### config.mk
export PLATFORM = sky130hd
export DESIGN_NAME = multicycle_ctrl_flat
export DESIGN_NICKNAME = d
export VERILOG_FILES = /design/src/rtl/multicycle_ctrl_if.sv /design/src/rtl/multicycle_ctrl.sv /design/src/flat_wrapper.sv
export SDC_FILE = /design/constraint.sdc
export NUM_CORES = 1
export LEC_CHECK = 0
export BUFFER_PORTS_ARGS = -buffer_cell sky130_fd_sc_hd__buf_2
export CAP_MARGIN = 10
export CORE_MARGIN = 1.5
export CORE_UTILIZATION = 49
export CTS_BUF_LIST = sky130_fd_sc_hd__clkbuf_16
export CTS_CLUSTER_SIZE = 16
export DETAILED_ROUTE_END_ITERATION = 8
export PLACE_DENSITY = 0.78
export SETUP_SLACK_MARGIN = 0.4
export SYNTH_ARGS = -nofsm -noshare
export SYNTH_HDL_FRONTEND = slang
export SYNTH_SLANG_ARGS = --single-unit
### constraint.sdc
create_clock -name clk -period 4 [get_ports clk]
set_input_delay 0.2 -clock clk [delete_from_list [all_inputs] [get_ports clk]]
set_output_delay 0.2 -clock clk [all_outputs]
set_load 0.005 [all_outputs]
### src/rtl/multicycle_ctrl_if.sv
// Control bundle between the multicycle controller and the MIPS-subset datapath.
// master = controller side, slave = datapath side.
interface multicycle_ctrl_if;
   logic [5:0] opcode;
   logic [5:0] funct;
   logic       zero;
   logic       overflow;
   logic       pc_write;
   logic       ir_write;
   logic       iord;
   logic       mem_wr;
   logic       reg_wr;
   logic [1:0] reg_dst_sel;
   logic [2:0] mem_to_reg_sel;
   logic [2:0] pc_src_sel;
   logic       alu_src_a;
   logic [1:0] alu_src_b;
   logic [2:0] alu_op;
   logic       epc_write;
   logic       cause;
   logic [3:0] state_out;

   modport master (
      input  opcode, funct, zero, overflow,
      output pc_write, ir_write, iord, mem_wr, reg_wr, reg_dst_sel,
             mem_to_reg_sel, pc_src_sel, alu_src_a, alu_src_b, alu_op,
             epc_write, cause, state_out
   );

   modport slave (
      output opcode, funct, zero, overflow,
      input  pc_write, ir_write, iord, mem_wr, reg_wr, reg_dst_sel,
             mem_to_reg_sel, pc_src_sel, alu_src_a, alu_src_b, alu_op,
             epc_write, cause, state_out
   );
endinterface

### src/rtl/multicycle_ctrl.sv
// Multicycle control FSM for the 32-bit MIPS-subset datapath: fetch, decode,
// execute, memory, writeback, plus overflow / invalid-opcode exceptions.
//
// state   | meaning
// RESET   | post-reset idle, one full cycle before the first fetch
// FETCH   | memory read of instruction, MEM_WAIT+1 cycles, PC+4
// DECODE  | instruction dispatch, branch target computed into ALUOut
// EXEC_R  | R-type ALU operation
// WB_R    | R-type / mfhi / mflo register writeback
// ADDR    | lw/sw effective address
// MEM_RD  | data read, MEM_WAIT+1 cycles
// WB_LW   | load writeback
// MEM_WR  | store strobe
// BRANCH  | beq/bne compare and conditional PC load
// JUMP    | j
// JAL     | jal, link to $31
// JR      | jr
// ADDI_EX | addi add
// ADDI_WB | addi writeback
// EXC     | EPC load and jump to exception vector
module multicycle_ctrl #(
   parameter int MEM_WAIT = 2
) (
   input logic              clk,
   input logic              reset_n,
   multicycle_ctrl_if.master bus
);

   localparam int CW = (MEM_WAIT > 0) ? $clog2(MEM_WAIT + 1) : 1;
   localparam logic [CW-1:0] CNT_TC = CW'(MEM_WAIT);

   localparam logic [2:0] ALU_NONE = 3'd0;
   localparam logic [2:0] ALU_ADD  = 3'd1;
   localparam logic [2:0] ALU_SUB  = 3'd2;
   localparam logic [2:0] ALU_AND  = 3'd3;

   typedef enum logic [3:0] {
      S_RESET   = 4'd0,
      S_FETCH   = 4'd1,
      S_DECODE  = 4'd2,
      S_EXEC_R  = 4'd3,
      S_WB_R    = 4'd4,
      S_ADDR    = 4'd5,
      S_MEM_RD  = 4'd6,
      S_WB_LW   = 4'd7,
      S_MEM_WR  = 4'd8,
      S_BRANCH  = 4'd9,
      S_JUMP    = 4'd10,
      S_JAL     = 4'd11,
      S_JR      = 4'd12,
      S_ADDI_EX = 4'd13,
      S_ADDI_WB = 4'd14,
      S_EXC     = 4'd15
   } state_t;

   typedef enum logic [3:0] {
      OP_ADD, OP_SUB, OP_AND, OP_SLT, OP_SLL, OP_MFHI, OP_MFLO, OP_JR,
      OP_LW, OP_SW, OP_BEQ, OP_BNE, OP_J, OP_JAL, OP_ADDI, OP_BAD
   } op_t;

   state_t        r_state;
   state_t        w_next;
   op_t           r_op;
   op_t           w_dec_op;
   logic [CW-1:0] r_cnt;
   logic          r_boot;
   logic          r_cause;
   logic          w_next_cause;
   logic          w_tc;

   logic       w_pc_write;
   logic       w_ir_write;
   logic       w_iord;
   logic       w_mem_wr;
   logic       w_reg_wr;
   logic [1:0] w_reg_dst_sel;
   logic [2:0] w_mem_to_reg_sel;
   logic [2:0] w_pc_src_sel;
   logic       w_alu_src_a;
   logic [1:0] w_alu_src_b;
   logic [2:0] w_alu_op;
   logic       w_epc_write;
   logic       w_cause;

   assign w_tc = (r_cnt == CNT_TC);

   always_comb begin
      w_dec_op = OP_BAD;
      if (bus.opcode == 6'h00) begin
         case (bus.funct)
            6'h20:   w_dec_op = OP_ADD;
            6'h22:   w_dec_op = OP_SUB;
            6'h24:   w_dec_op = OP_AND;
            6'h2A:   w_dec_op = OP_SLT;
            6'h00:   w_dec_op = OP_SLL;
            6'h10:   w_dec_op = OP_MFHI;
            6'h12:   w_dec_op = OP_MFLO;
            6'h08:   w_dec_op = OP_JR;
            default: w_dec_op = OP_BAD;
         endcase
      end else begin
         case (bus.opcode)
            6'h23:   w_dec_op = OP_LW;
            6'h2B:   w_dec_op = OP_SW;
            6'h04:   w_dec_op = OP_BEQ;
            6'h05:   w_dec_op = OP_BNE;
            6'h02:   w_dec_op = OP_J;
            6'h03:   w_dec_op = OP_JAL;
            6'h08:   w_dec_op = OP_ADDI;
            default: w_dec_op = OP_BAD;
         endcase
      end
   end

   // The decoded class is latched in DECODE so later states do not depend on IR timing.
   always_ff @(posedge clk or negedge reset_n) begin
      if (!reset_n) begin
         r_state <= S_RESET;
         r_cnt   <= '0;
         r_boot  <= 1'b0;
         r_op    <= OP_BAD;
         r_cause <= 1'b0;
      end else begin
         r_state <= w_next;
         r_boot  <= 1'b1;
         if (r_state == S_DECODE)
            r_op <= w_dec_op;
         if (w_next != r_state)
            r_cnt <= '0;
         else if ((r_state == S_FETCH || r_state == S_MEM_RD) && !w_tc)
            r_cnt <= r_cnt + CW'(1);
         if (w_next == S_EXC && r_state != S_EXC)
            r_cause <= w_next_cause;
      end
   end

   always_comb begin
      w_next           = r_state;
      w_next_cause     = 1'b0;
      w_pc_write       = 1'b0;
      w_ir_write       = 1'b0;
      w_iord           = 1'b0;
      w_mem_wr         = 1'b0;
      w_reg_wr         = 1'b0;
      w_reg_dst_sel    = 2'b00;
      w_mem_to_reg_sel = 3'd0;
      w_pc_src_sel     = 3'd0;
      w_alu_src_a      = 1'b0;
      w_alu_src_b      = 2'b00;
      w_alu_op         = ALU_NONE;
      w_epc_write      = 1'b0;
      w_cause          = 1'b0;

      case (r_state)
         S_RESET: begin
            if (r_boot)
               w_next = S_FETCH;
         end
         S_FETCH: begin
            w_alu_src_b = 2'b01;
            w_alu_op    = ALU_ADD;
            if (w_tc) begin
               w_ir_write = 1'b1;
               w_pc_write = 1'b1;
               w_next     = S_DECODE;
            end
         end
         S_DECODE: begin
            w_alu_src_b = 2'b11;
            w_alu_op    = ALU_ADD;
            case (w_dec_op)
               OP_ADD, OP_SUB, OP_AND, OP_SLT, OP_SLL: w_next = S_EXEC_R;
               OP_MFHI, OP_MFLO:                       w_next = S_WB_R;
               OP_JR:                                  w_next = S_JR;
               OP_LW, OP_SW:                           w_next = S_ADDR;
               OP_BEQ, OP_BNE:                         w_next = S_BRANCH;
               OP_J:                                   w_next = S_JUMP;
               OP_JAL:                                 w_next = S_JAL;
               OP_ADDI:                                w_next = S_ADDI_EX;
               default: begin
                  w_next       = S_EXC;
                  w_next_cause = 1'b0;
               end
            endcase
         end
         S_EXEC_R: begin
            w_alu_src_a = 1'b1;
            case (r_op)
               OP_ADD:         w_alu_op = ALU_ADD;
               OP_SUB, OP_SLT: w_alu_op = ALU_SUB;
               OP_AND:         w_alu_op = ALU_AND;
               default:        w_alu_op = ALU_NONE;
            endcase
            // slt also subtracts, but its overflow is architecturally irrelevant.
            if ((r_op == OP_ADD || r_op == OP_SUB) && bus.overflow) begin
               w_next       = S_EXC;
               w_next_cause = 1'b1;
            end else begin
               w_next = S_WB_R;
            end
         end
         S_WB_R: begin
            w_reg_wr      = 1'b1;
            w_reg_dst_sel = 2'b01;
            case (r_op)
               OP_SLT:  w_mem_to_reg_sel = 3'd5;
               OP_SLL:  w_mem_to_reg_sel = 3'd4;
               OP_MFHI: w_mem_to_reg_sel = 3'd2;
               OP_MFLO: w_mem_to_reg_sel = 3'd3;
               default: w_mem_to_reg_sel = 3'd0;
            endcase
            w_next = S_FETCH;
         end
         S_ADDR: begin
            w_alu_src_a = 1'b1;
            w_alu_src_b = 2'b10;
            w_alu_op    = ALU_ADD;
            w_next      = (r_op == OP_LW) ? S_MEM_RD : S_MEM_WR;
         end
         S_MEM_RD: begin
            w_iord = 1'b1;
            if (w_tc)
               w_next = S_WB_LW;
         end
         S_WB_LW: begin
            w_reg_wr         = 1'b1;
            w_mem_to_reg_sel = 3'd1;
            w_next           = S_FETCH;
         end
         S_MEM_WR: begin
            w_iord   = 1'b1;
            w_mem_wr = 1'b1;
            w_next   = S_FETCH;
         end
         S_BRANCH: begin
            w_alu_src_a  = 1'b1;
            w_alu_op     = ALU_SUB;
            w_pc_src_sel = 3'd1;
            w_pc_write   = ((r_op == OP_BEQ) && bus.zero) ||
                           ((r_op == OP_BNE) && !bus.zero);
            w_next       = S_FETCH;
         end
         S_JUMP: begin
            w_pc_write   = 1'b1;
            w_pc_src_sel = 3'd2;
            w_next       = S_FETCH;
         end
         S_JAL: begin
            w_pc_write       = 1'b1;
            w_pc_src_sel     = 3'd2;
            w_reg_wr         = 1'b1;
            w_reg_dst_sel    = 2'b10;
            w_mem_to_reg_sel = 3'd6;
            w_next           = S_FETCH;
         end
         S_JR: begin
            w_pc_write   = 1'b1;
            w_pc_src_sel = 3'd3;
            w_next       = S_FETCH;
         end
         S_ADDI_EX: begin
            w_alu_src_a = 1'b1;
            w_alu_src_b = 2'b10;
            w_alu_op    = ALU_ADD;
            if (bus.overflow) begin
               w_next       = S_EXC;
               w_next_cause = 1'b1;
            end else begin
               w_next = S_ADDI_WB;
            end
         end
         S_ADDI_WB: begin
            w_reg_wr = 1'b1;
            w_next   = S_FETCH;
         end
         S_EXC: begin
            w_epc_write  = 1'b1;
            w_pc_write   = 1'b1;
            w_pc_src_sel = 3'd4;
            w_cause      = r_cause;
            w_next       = S_FETCH;
         end
         default: w_next = S_RESET;
      endcase
   end

   assign bus.pc_write       = w_pc_write;
   assign bus.ir_write       = w_ir_write;
   assign bus.iord           = w_iord;
   assign bus.mem_wr         = w_mem_wr;
   assign bus.reg_wr         = w_reg_wr;
   assign bus.reg_dst_sel    = w_reg_dst_sel;
   assign bus.mem_to_reg_sel = w_mem_to_reg_sel;
   assign bus.pc_src_sel     = w_pc_src_sel;
   assign bus.alu_src_a      = w_alu_src_a;
   assign bus.alu_src_b      = w_alu_src_b;
   assign bus.alu_op         = w_alu_op;
   assign bus.epc_write      = w_epc_write;
   assign bus.cause          = w_cause;
   assign bus.state_out      = r_state;

endmodule

### src/flat_wrapper.sv
// flat-port wrapper written by rule: the top's interface ports become plain ports
module multicycle_ctrl_flat 
#(
   parameter int MEM_WAIT = 2
)
  (clk, reset_n, bus_opcode, bus_funct, bus_zero, bus_overflow, bus_pc_write, bus_ir_write, bus_iord, bus_mem_wr, bus_reg_wr, bus_reg_dst_sel, bus_mem_to_reg_sel, bus_pc_src_sel, bus_alu_src_a, bus_alu_src_b, bus_alu_op, bus_epc_write, bus_cause, bus_state_out);
  multicycle_ctrl_if bus_i ();
  input logic clk;
  input logic reset_n;
  input wire logic [$bits(bus_i.opcode)-1:0] bus_opcode;
  input wire logic [$bits(bus_i.funct)-1:0] bus_funct;
  input wire logic [$bits(bus_i.zero)-1:0] bus_zero;
  input wire logic [$bits(bus_i.overflow)-1:0] bus_overflow;
  output wire logic [$bits(bus_i.pc_write)-1:0] bus_pc_write;
  output wire logic [$bits(bus_i.ir_write)-1:0] bus_ir_write;
  output wire logic [$bits(bus_i.iord)-1:0] bus_iord;
  output wire logic [$bits(bus_i.mem_wr)-1:0] bus_mem_wr;
  output wire logic [$bits(bus_i.reg_wr)-1:0] bus_reg_wr;
  output wire logic [$bits(bus_i.reg_dst_sel)-1:0] bus_reg_dst_sel;
  output wire logic [$bits(bus_i.mem_to_reg_sel)-1:0] bus_mem_to_reg_sel;
  output wire logic [$bits(bus_i.pc_src_sel)-1:0] bus_pc_src_sel;
  output wire logic [$bits(bus_i.alu_src_a)-1:0] bus_alu_src_a;
  output wire logic [$bits(bus_i.alu_src_b)-1:0] bus_alu_src_b;
  output wire logic [$bits(bus_i.alu_op)-1:0] bus_alu_op;
  output wire logic [$bits(bus_i.epc_write)-1:0] bus_epc_write;
  output wire logic [$bits(bus_i.cause)-1:0] bus_cause;
  output wire logic [$bits(bus_i.state_out)-1:0] bus_state_out;
  assign bus_i.opcode = bus_opcode;
  assign bus_i.funct = bus_funct;
  assign bus_i.zero = bus_zero;
  assign bus_i.overflow = bus_overflow;
  assign bus_pc_write = bus_i.pc_write;
  assign bus_ir_write = bus_i.ir_write;
  assign bus_iord = bus_i.iord;
  assign bus_mem_wr = bus_i.mem_wr;
  assign bus_reg_wr = bus_i.reg_wr;
  assign bus_reg_dst_sel = bus_i.reg_dst_sel;
  assign bus_mem_to_reg_sel = bus_i.mem_to_reg_sel;
  assign bus_pc_src_sel = bus_i.pc_src_sel;
  assign bus_alu_src_a = bus_i.alu_src_a;
  assign bus_alu_src_b = bus_i.alu_src_b;
  assign bus_alu_op = bus_i.alu_op;
  assign bus_epc_write = bus_i.epc_write;
  assign bus_cause = bus_i.cause;
  assign bus_state_out = bus_i.state_out;
  multicycle_ctrl #(.MEM_WAIT(MEM_WAIT)) u_core (.clk(clk), .reset_n(reset_n), .bus(bus_i));
endmodule
==> results by group, run 1 <==
Synthesis
  – Syn_nets: 243
  – Post-Synth XOR/XNOR Area: 3.66%
  – Adder-cell share of the synthesized area: 0.747%
  – Synth Area in Compound Gates: 27.3%
  – Synth cell types: 74
  – Ys async rst share: 100%
  – Syn Area/Cell: 7.41 sq um
  – FF+latch count, synth: 12
  – Mapped cell area: 1670 sq um
  – Synth Instances: 226
  – Post-synth EDFFs: 0
  – Simple-Gate Fraction of Synth Area: 38.9%
  – Post-synth top flop: dfrtp_1
  – Largest family of logic cells by synthesized area: simple AND/OR/NAND/NOR gates
  – Mux cell area share after synthesis: 2.47%
  – Warnings, synthesis: 0
  – Post-synthesis sequential area ratio: 18.2%

Floorplanning
  – FP Rows: 21
  – Initial core utilization: 50.6%
  – Height of the die: 61.5 um
  – Core area: 3310 sq um
  – Top Ports: 41
  – Die ar.: 3780 sq um
  – Die X: 61.5 um

STA
  – Skew final: 0.00632 ns
  – Final period util: 61.1%
  – Fin Setup TNS: 0 ns
  – Tmin final: 2.45 ns
  – RSZ-0062 raised after global routing: false
  – Pins over their slew limit: 0
  – Slew @ Worst Pin: 0.637 ns
  – Final Setup Violations: 0
  – Peak Freq: 409 MHz
  – Worst slew margin: 57.5%
  – Worst hold slack: 0.343 ns
  – Final Hold Fails: 0

Critical path
  – Worst EP required: 4.11 ns
  – Cell Chain, Critical Path: or4b_1 -> a21oi_1 -> o311a_1 -> or3_4 -> a21boi_1 -> a41oi_2
  – Crit path launch type: register
  – Setup CP Type: register to register
  – Levels on crit path: 6
  – Top delay family on crit path: simple AND/OR/NAND/NOR gates
  – Worst-path fanout max: 24
  – Worst path arrival time: 2.55 ns
  – R2R cell count: 6
  – Slowest CP cell: dfrtp_1
  – Crit-path max cell delay: 0.73 ns
  – Crit. End Element: register
  – Buf/Inv on CP: 0

CTS
  – Clk sinks: 12
  – Clk slew on worst S/H paths: 0.04 ns
  – Setup Buffers After CTS: 0
  – Worst-skew pair later-pin latency: 0.24 ns
  – CTS H-tree lvls: 1
  – Longest Clk Path Bufs: 2
  – TritonCTS clock tree: built
  – PostCTS Resize Cnt: 0
  – Clock Tree Root: clkbuf_16
  – Num CTS Buffers: 3

Placement
  – Post-DP HPWL: 3.10 mm
  – Placer Congestion: 0.846
  – Port buffer count: 39

Global route
  – First-pass GRT wire length: 6.73 mm
  – Congestion Overflow GR: 0
  – GRT Util Overall: 23.5%
  – Vias in the first global route: 1433
  – Initial antenna violation count: 0
  – Largest net degree at the start of global routing: 25

Drt
  – Via-to-Cell Ratio: 5.94
  – DR iter-0 viols: 144
  – Remaining DRCs: 0
  – Initial DRT Pass Iterations: 4
  – Remaining antenna violation count: 0
  – Total number of vias: 1740
  – Detailed Route WL: 4.08 mm
  – Wire per inst: 13.9 um

Finish
  – Layout fillers: 337
  – Inserted Diodes: 0
  – Synthesis-to-layout area growth: 13.1%
  – Multi-input logic area: 1230 sq um
  – Reg area: 305 sq um
  – Layout cells sized above 1: 25.5%
  – Final #Nets: 265

Pwr
  – Max IR drop VDD: 0.000265 V
  – Comb pwr share: 55.7%
  – Internal Pwr Total: 624 uW
  – Leak Pwr: 0.858 nW
  – Switching power total: 534 uW
  – Net Sw Frac: 46.1%
  – Power Density: 612 nW/um^2
  – Flop pwr share: 28.6%
  – Total Power: 1.16 mW
  – Clock group share of total power: 15.7%

Worst hold path
  – Hold path depth: 3
  – Min-Delay Path Class: input port to register

Flow run
  – MaxCap Viol Count: 0

Status
  – Status: finished, final reports clean
[layout make-up]
class | instances | share of cell area (%)
Multi-Input combinational cell | 187 | 65.0
Sequential cell | 12 | 16.1
Timing Repair Buffer | 40 | 10.8
Clock buffer | 3 | 3.97
Tap cell | 46 | 3.04
Inverter | 4 | 0.793
Clock inverter | 1 | 0.198
[timing repair]
action / CTS / global route
hold endpoints to repair: 8 / 0
hold buffers: 1 / 0
setup endpoints to repair: 0 / 0
[flip-flops by register name, summed over array words and instances, names as in the netlist]
signal / cells
u_core.bus.state_out: 4
u_core.r_op: 4
u_core.r_cause: 1
u_core.r_boot: 1
u_core.r_cnt: 2
[metal layers]
layer / up-vias / track usage, % / share of wire, %
met5: - / 0 / 0
met1: 795 / 32.5 / 46
met4: 0 / 7.90 / 1.3
li1: 872 / - / -
met2: 67 / 37.8 / 47
met3: 6 / 2.94 / 5.3
[through the flow]
step	setup WS (ns)	utilization, %	area, sq um	std cells
detailed placement	1.57	54.5	1800	288
floorplan	2.04	-	1670	226
finish	1.55	57.2	1890	293
CTS	1.56	57.2	1890	293
global placement	1.64	54.5	1800	288
global route	1.34	57.2	1890	293
[synthesized netlist by cell type (all sizes together), types with 3 or more instances]
cell     n  area, sq um
mux2i    3         30.0
buf     15         91.3
and2     4         25.0
nor2    28          108
nand2b   5         31.3
o21ai   15         75.1
xnor2    3         26.3
nand3    3         15.0
nor4b    4         41.3
nand2   17         63.8
dfrtp    8          200
xor2     4         35.0
clkbuf   8         31.3
or3      4         30.0
nor3b    4         35.0
a21boi   3         22.5
dfstp    4          105
nor4     7         65.1
nor2b    7         43.8
nor3     9         50.1
a21oi   14         70.1
inv      4         15.0
o31ai    3         22.5
o211ai   3         27.5
[logic make-up after synthesis]
group,after synthesis
AOI/OAI and AO/OA,64
DFF,12
and+or+nand+nor,109
adders and majority gates,1
muxes,4
buffers and inverters,27
xor gates and xnor gates,7
other,2
[tightest hold or removal path, cell delays in order]
cell	delay (ns)
buf_2	0.13
a21oi_1	0.16
a41oi_2	0.04
[power groups by stage]
stage | registers (mW) | clock network [mW] | logic, mW
6_report | 0.331 | 0.182 | 0.645
3_5_place_dp | 0.330 | 0 | 0.636
3_3_place_gp | 0.327 | 0 | 0.629
4_1_cts | 0.329 | 0.185 | 0.643
2_1_floorplan | 0.212 | 0 | 0.587
5_1_grt | 0.346 | 0.193 | 0.735
[worst paths after layout]
| check | from | slack [ns] | end |
|---|---|---|---|
| max | u_core.bus.state_out[1] | 1.55 | u_core.r_cause |
| min | bus_overflow | 0.34 | u_core.r_cause |
| max reg2reg | u_core.bus.state_out[1] | 1.55 | u_core.r_cause |
| min reg2reg | u_core.r_boot | 0.51 | u_core.bus.state_out[0] |
| max in group asynchronous | reset_n | 3.36 | u_core.r_op[2] |
| min in group asynchronous | reset_n | 0.36 | u_core.bus.state_out[0] |
[placed cells by master, fill, tap and decap left out, types with 3 or more instances in the layout]
master / synthesis / routed
nor3b_1: 3 / 3
nor4_1: 5 / 5
nor3_1: 8 / 8
or3_1: 3 / 3
nor2b_1: 7 / 7
inv_1: 4 / 4
nand2_1: 17 / 17
o21ai_0: 15 / 15
o31ai_1: 3 / 3
nor4b_1: 3 / 3
xnor2_1: 3 / 3
buf_2: 10 / 39
clkbuf_16: 0 / 3
nor2_1: 27 / 27
a21oi_1: 14 / 14
dfstp_2: 4 / 4
nand2b_1: 5 / 5
and2_1: 4 / 4
dfrtp_1: 8 / 8
xor2_1: 4 / 4
mux2i_1: 3 / 3
nand3_1: 3 / 3
Power figures use the tool's default switching activity.
==> run 2, diff against run 1 <==
- clock period: 4 -> 2.4 ns (I/O delays scaled with it)
==> run 2 against run 1 <==
Against the previous run:
- sequential power is 35% higher
- non-clock buffer count up 7
- total power grew 87%
- worst setup slack got worse by 1.1 ns
- sequential share of layout area fell by 1.2 points
- critical path depth is 1 lower
- critical path type unchanged
- largest power group unchanged
- highest routed layer unchanged
==> results by group, run 2 (synthesis gave the netlist of run 1 again) <==
Drt
  – Wire per inst: 14.9 um (+7.1%)
  – DR iter-0 viols: 181 (+26%)
  – Detailed Route WL: 4.48 mm (+9.7%)
  – Initial DRT Pass Iterations: 4 (unchanged)
  – Remaining antenna violation count: 0 (unchanged)
  – Total number of vias: 1815 (+4.3%)
  – Via-to-Cell Ratio: 6.05 (+1.9%)
  – Remaining DRCs: 0 (unchanged)

Critical path
  – Setup CP Type: register to register
  – Crit path launch type: register
  – Cell Chain, Critical Path: or4b_4 -> a211oi_1 -> or3_4 -> a21boi_1 -> a41oi_2
  – Worst path arrival time: 2.08 ns (-0.47 ns)
  – Crit-path max cell delay: 0.56 ns (-0.17 ns)
  – Top delay family on crit path: simple AND/OR/NAND/NOR gates
  – Worst EP required: 2.51 ns (-1.60 ns)
  – Crit. End Element: register
  – Buf/Inv on CP: 0 (unchanged)
  – Slowest CP cell: or4b_4
  – Worst-path fanout max: 10 (-58%)

STA
  – Peak Freq: 508 MHz (+24%)
  – Pins over their slew limit: 0 (unchanged)
  – Final Setup Violations: 0 (unchanged)
  – Fin Setup TNS: 0 ns (unchanged)
  – Final period util: 82.1% (+21 points)
  – Final Hold Fails: 0 (unchanged)
  – Tmin final: 1.97 ns (-0.476 ns)
  – Skew final: 0.00180 ns (-0.00452 ns)
  – RSZ-0062 raised after global routing: true
  – Min setup slack post-route: 0.431 ns (-1.12 ns)

Placement
  – Placer Congestion: 0.822 (-2.8%)
  – DP Cell Count: 292 (+1.4%)
  – Port buffer count: 39 (unchanged)
  – Post-DP HPWL: 3.13 mm (+1.0%)
  – Dpl ws: 0.282 ns (-1.29 ns)

Floorplanning
  – Core area: 3310 sq um (unchanged)
  – Die X: 61.5 um (unchanged)
  – Initial core utilization: 50.6% (unchanged)
  – Die ar.: 3780 sq um (unchanged)
  – FP Rows: 21 (unchanged)
  – Top Ports: 41 (unchanged)
  – Height of the die: 61.5 um (unchanged)

CTS
  – Num CTS Buffers: 3 (unchanged)
  – Clock Tree Root: clkbuf_16
  – CTS H-tree lvls: 1 (unchanged)
  – Worst-skew pair later-pin latency: 0.24 ns (about the same)
  – Clk sinks: 12 (unchanged)
  – TritonCTS clock tree: built
  – Clk slew on worst S/H paths: 0.04 ns (about the same)
  – Longest Clk Path Bufs: 2 (unchanged)

Status
  – Status: finished, final reports clean

Pwr
  – Max IR drop VDD: 0.000537 V (+100%)
  – Leak Pwr: 0.933 nW (+8.7%)
  – Power Density: 1060 nW/um^2 (+73%)
  – Total Power: 2.17 mW (+87%)

Global route
  – First-pass GRT wire length: 6.62 mm (-1.5%)
  – GRT Util Overall: 23.4% (-0.033 points)
  – Largest net degree at the start of global routing: 23 (-8.0%)
  – Congestion Overflow GR: 0 (unchanged)
  – Vias in the first global route: 1453 (+1.4%)
  – Initial antenna violation count: 0 (unchanged)

Finish
  – Inserted Diodes: 0 (unchanged)
  – Commonest non-fill, non-tap cells in the layout: buf_2 (39), nor2_1 (27), nand2_1 (17)
  – Final core utilization: 62.0% (+4.8 points)
  – Layout cells sized above 1: 32.7% (+7.2 points)
  – Synthesis-to-layout area growth: 22.6%
  – Most common cell after layout, fill and taps aside: buf_2
  – Layout fillers: 298 (-12%)
  – Final #Nets: 272 (+2.6%)
  – Final std cells w/o fill: 300 (+2.4%)

Worst hold path
  – Min-Delay Path Class: input port to asynchronous set/reset pin

Flow run
  – MaxCap Viol Count: 0 (unchanged)
run 2: what timing repair did:
action                                  CTS  global route
pin swaps                                 3             3
hold buffers                              1             0
gates resized for setup                   9            13
hold endpoints to repair                  8             0
buffers inserted                          0             3
endpoints found under the setup margin    4             6
run 2: cell type report:
type	instances	area, sq um	share of cell area, %
inverter	4	15.0	0.731
timing repair buffer	47	262	12.7
multi-input combinational	187	1330	65.0
clock inverter	1	3.75	0.183
clock buffer	3	75.1	3.66
tap	46	57.6	2.80
sequential	12	307	14.9
run 2: worst paths after layout:
kind | startpoint | endpoint | slack (ns) | cells after the start
worst max-delay path | u_core.bus.state_out[1] | u_core.r_cause | 0.43 | 5
worst min-delay path | reset_n | u_core.bus.state_out[1] | 0.30 | 2
worst max register to register | u_core.bus.state_out[1] | u_core.r_cause | 0.43 | 5
worst min register to register | u_core.r_boot | u_core.bus.state_out[0] | 0.52 | 1
max in group asynchronous | reset_n | u_core.r_op[3] | 1.82 | 2
min in group clk | bus_overflow | u_core.r_cause | 0.30 | 3
run 2: per-stage QoR:
step	hold WS [ns]	area [sq um]
after floorplan	-0.176	1670
after global placement	0.0107	1830
after detailed placement	0.0116	1830
after CTS	0.278	1970
after global routing	0.334	2050
final	0.299	2050
run 2: per-layer routing:
layer	global-route usage, %	vias up	wire [um]
li1	-	885	-
met1	32.4	837	1990
met2	36.6	81	2160
met3	3.15	12	237
met4	10.0	0	87
met5	0	-	0
run 2: power by group:
group / switching, mW / leakage (nW) / internal, mW
sequential: 0.133 / 0.143 / 0.315
clock: 0.0895 / 0.0385 / 0.219
combinational: 0.772 / 0.751 / 0.642
==> run 3, diff against run 2 <==
- PLACE_DENSITY: 0.78 -> 0.81
- clock period: 2.4 -> 1.7 ns (I/O delays scaled with it)
==> run 3 against run 2 <==
Against the previous run:
- the flow now stops in 5_1_grt
- area after synthesis unchanged
- synthesized cell count unchanged
==> results by group, run 3 <==
STA
  – Crit. endpoint post-GRT repair: u_core.r_cause$_DFFE_PN0P_/D
  – Worst EP Category: register input

Floorplanning
  – Height of the die: 61.5 um (unchanged)
  – Die X: 61.5 um (unchanged)
  – Initial core utilization: 50.6% (unchanged)
  – Top Ports: 41 (unchanged)
  – FP Rows: 21 (unchanged)

Global route
  – GRT Util Overall: 67.5%
  – Congestion Overflow GR: 2
  – Largest net degree at the start of global routing: 15

Status
  – Err: [ERROR GRT-0232] Routing congestion too high. Check the congestion heatmap in the GUI.
  – Failing step: 5_1_grt
  – Status: aborted with a tool error

CTS
  – CTS H-tree lvls: 1 (unchanged)
  – Clk sinks: 12 (unchanged)
  – Clock Tree Root: clkbuf_16
  – Num CTS Buffers: 3 (unchanged)
  – Longest Clk Path Bufs: 2 (unchanged)

Synthesis
  – Synth area leaders: dfrtp_1 (12%), dfstp_2 (6.3%), nor2_1 (6.1%), o21ai_0 (4.5%), a21oi_1 (4.2%)
  – Dominant cell type by area after synthesis: dfrtp_1
  – Warnings, synthesis: 0 (unchanged)
  – Most frequent cell after synthesis: nor2_1
  – Top-area cell type share of the netlist area: 12.0% (unchanged)
  – Post-synth top cells: nor2_1 (27), nand2_1 (17), o21ai_0 (15), a21oi_1 (14), buf_2 (10)
  – Synth Instances: 226 (unchanged)
  – Syn Area/Cell: 7.41 sq um (unchanged)
  – Post-synth EDFFs: 0 (unchanged)
  – FF+latch count, synth: 12 (unchanged)
  – Post-synthesis sequential area ratio: 18.2% (unchanged)
  – Ys async rst share: 100% (unchanged)
  – Mapped cell area: 1670 sq um (unchanged)
  – Syn_nets: 243 (unchanged)
  – Post-synth top flop: dfrtp_1
  – Synth cell types: 74 (unchanged)

Placement
  – Placer Congestion: 0.857 (+4.2%)
  – DP Cell Count: 336 (+15%)
  – Port buffer count: 39 (unchanged)
  – Post-DP HPWL: 3.88 mm (+24%)
## run 3: cell counts after synthesis
Identical to the previous run, type by type.
## run 3: stage by stage
stage / setup slack (ns) / cell area, sq um / hold WS (ns) / util [%] / TNS (ns)
global placement: -0.179 / 2240 / -0.0239 / 67.8 / -0.542
CTS: -0.189 / 2610 / 0.177 / 78.9 / -1.12
floorplan: -0.159 / 1790 / -0.211 / - / -0.331
detailed placement: -0.249 / 2240 / -0.0203 / 67.8 / -0.904
## run 3: cell families after synthesis
kind of cell             share of synthesized area (%)
XOR/XNOR                                          3.66
other                                            0.449
multiplexers                                      2.47
adder cells (fa/ha/maj)                          0.747
flip-flops                                        18.2
AND/OR/NAND/NOR                                   38.9
buffers and inverters                             8.22
AO/OA/AOI/OAI                                     27.3
## run 3: repair_timing
item                       in CTS
hold buffers                    1
pin swaps                      17
setup endpoints to repair      31
setup buffers                   9
gates resized for setup        52
hold endpoints to repair       12
## run 3: metal layers
layer | overflow | global-route usage (%)
met4 | 0 | 66.9
met1 | 0 | 68.2
met5 | 0 | 7.14
met2 | 2 | 88.9
met3 | 0 | 46.2
==> run 4, diff against run 3 <==
- CORE_UTILIZATION: 49 -> 34
- CTS_BUF_LIST: sky130_fd_sc_hd__clkbuf_16 -> default
- CTS_CLUSTER_SIZE: 16 -> default
- PLACE_DENSITY: 0.81 -> default
- PLACE_DENSITY_LB_ADDON: default -> 0.15
- SETUP_SLACK_MARGIN: 0.4 -> default
- clock period: 1.7 -> 2.2 ns (I/O delays scaled with it)
==> run 4 against run 3 <==
Against the previous run:
- the run now ends clean
==> results by group, run 4 (synthesis gave the netlist of run 1 again) <==
Floorplanning
  – Top Ports: 41 (unchanged)
  – Core area: 4720 sq um
  – Height of the die: 73.2 um (+19%)
  – Die X: 73.2 um (+19%)
  – FP Rows: 25 (+19%)
  – Initial core utilization: 35.4% (-15 points)
  – Die ar.: 5350 sq um

Drt
  – Wire per inst: 14.5 um
  – DR iter-0 viols: 95
  – Via-to-Cell Ratio: 5.44
  – Remaining antenna violation count: 0
  – Initial DRT Pass Iterations: 4
  – Remaining DRCs: 0
  – Total number of vias: 1790
  – Detailed Route WL: 4.79 mm

CTS
  – CTS H-tree lvls: 1 (unchanged)
  – Clk slew on worst S/H paths: 0.05 ns
  – TritonCTS clock tree: built
  – Longest Clk Path Bufs: 2 (unchanged)
  – Clock Tree Root: clkbuf_8
  – Worst-skew pair later-pin latency: 0.24 ns
  – Clk sinks: 12 (unchanged)
  – Num CTS Buffers: 3 (unchanged)

STA
  – Final period util: 92.9%
  – Final Hold Fails: 0
  – Skew final: 0.00255 ns
  – RSZ-0062 raised after global routing: false
  – Final Setup Violations: 0
  – Peak Freq: 489 MHz
  – Tmin final: 2.04 ns
  – Fin Setup TNS: 0 ns
  – Pins over their slew limit: 0

Critical path
  – Worst EP required: 2.31 ns
  – Cell Chain, Critical Path: inv_1 -> ha_1 -> o21ai_0 -> and3b_1 -> o31ai_1 -> nor4_1 -> a21oi_1 -> a41oi_2
  – Setup CP Type: register to register
  – Crit. End Element: register
  – Slowest CP cell: o31ai_1
  – Worst path arrival time: 2.15 ns
  – Crit-path max cell delay: 0.42 ns
  – Worst-path fanout max: 5
  – Crit path launch type: register

Pwr
  – Clock group share of total power: 11.0%
  – Leak Pwr: 0.928 nW
  – Switching power total: 1.03 mW
  – Comb pwr share: 68.1%
  – Internal Pwr Total: 1.22 mW
  – Flop pwr share: 20.9%
  – Net Sw Frac: 45.8%
  – Max IR drop VDD: 0.000369 V
  – Power Density: 1110 nW/um^2

Global route
  – Vias in the first global route: 1627
  – GRT Util Overall: 18.7%
  – Largest net degree at the start of global routing: 13
  – Congestion Overflow GR: 0
  – Initial antenna violation count: 0
  – First-pass GRT wire length: 7.87 mm

Placement
  – Post-DP HPWL: 3.76 mm (-2.9%)
  – Placement Cell Area: 1940 sq um (-13%)
  – Port buffer count: 39 (unchanged)
  – Placer Congestion: 0.918 (+7.1%)

Finish
  – Synthesis-to-layout area growth: 20.6%
  – Most common cell after layout, fill and taps aside: buf_2
  – Multi-input logic area: 1240 sq um
  – Final #Nets: 280
  – Fin area: 2020 sq um
  – Inserted Diodes: 0
  – Reg area: 307 sq um
  – Final core utilization: 42.7%
  – Layout cells sized above 1: 30.5%
  – Layout fillers: 517
  – Commonest non-fill, non-tap cells in the layout: buf_2 (39), nor2_1 (27), nand2_1 (17)

Flow run
  – MaxCap Viol Count: 0

Worst hold path
  – Min-Delay Path Class: input port to register

Status
  – Status: finished, final reports clean
## run 4: per-stage QoR
step / total power, mW / hold WS (ns) / setup WS (ns) / instances
after floorplan: 1.45 / -0.186 / 0.236 / 226
final: 2.24 / 0.267 / 0.155 / 329
after global placement: 1.98 / 0.0200 / 0.190 / 324
after detailed placement: 1.98 / 0.0184 / 0.161 / 324
after CTS: 2.23 / 0.269 / 0.149 / 329
after global routing: 2.46 / 0.286 / 0.00172 / 329
## run 4: timing repair
item / in CTS / in global routing
buffers inserted: 0 / 0
hold buffers: 1 / 0
endpoints found under the setup margin: 0 / 2
hold endpoints to repair: 8 / 0
resized for setup: 0 / 2
## run 4: cell type report
class	instances	area share, %
inverters	4	0.744
well taps	67	4.15
multi-input cells	187	61.4
flip-flops and latches	12	15.2
clock buffers	4	2.73
repair buffers	55	15.7
## run 4: routing by layer
metal,track usage [%],vias to the layer above,share of wire (%)
met3,2.07,10,4.2
met2,26.8,46,44
met4,6.50,0,2.2
met5,0,-,0
met1,28.7,826,50
li1,-,908,-
## run 4: power by group through the flow
stage               registers, mW  clock network (mW)  logic, mW
floorplan                   0.386                   0       1.07
global placement            0.460                   0       1.52
detailed placement          0.460                   0       1.52
CTS                         0.457               0.252       1.52
global route                0.484               0.267       1.71
finish                      0.469               0.246       1.53
## run 4: final timing paths
path | slack (ns) | startpoint | to | cells after the start
max in group asynchronous | 1.63 | reset_n | u_core.r_op[0] | 2
min | 0.27 | bus_overflow | u_core.r_cause | 3
min reg2reg | 0.50 | u_core.r_op[3] | u_core.r_op[3] | 2
max | 0.16 | u_core.r_cnt[0] | u_core.r_cause | 8
min in group asynchronous | 0.29 | reset_n | u_core.r_cnt[1] | 2
max reg2reg | 0.16 | u_core.r_cnt[0] | u_core.r_cause | 8
## run 4: worst max-delay path, delay by kind of cell, from the launching register on
kind / cells / cell delay, ns
simple gates: 2 / 0.27
compound gates: 4 / 0.92
flops: 1 / 0.36
buf+inv: 1 / 0.08
fa+ha+maj: 1 / 0.27
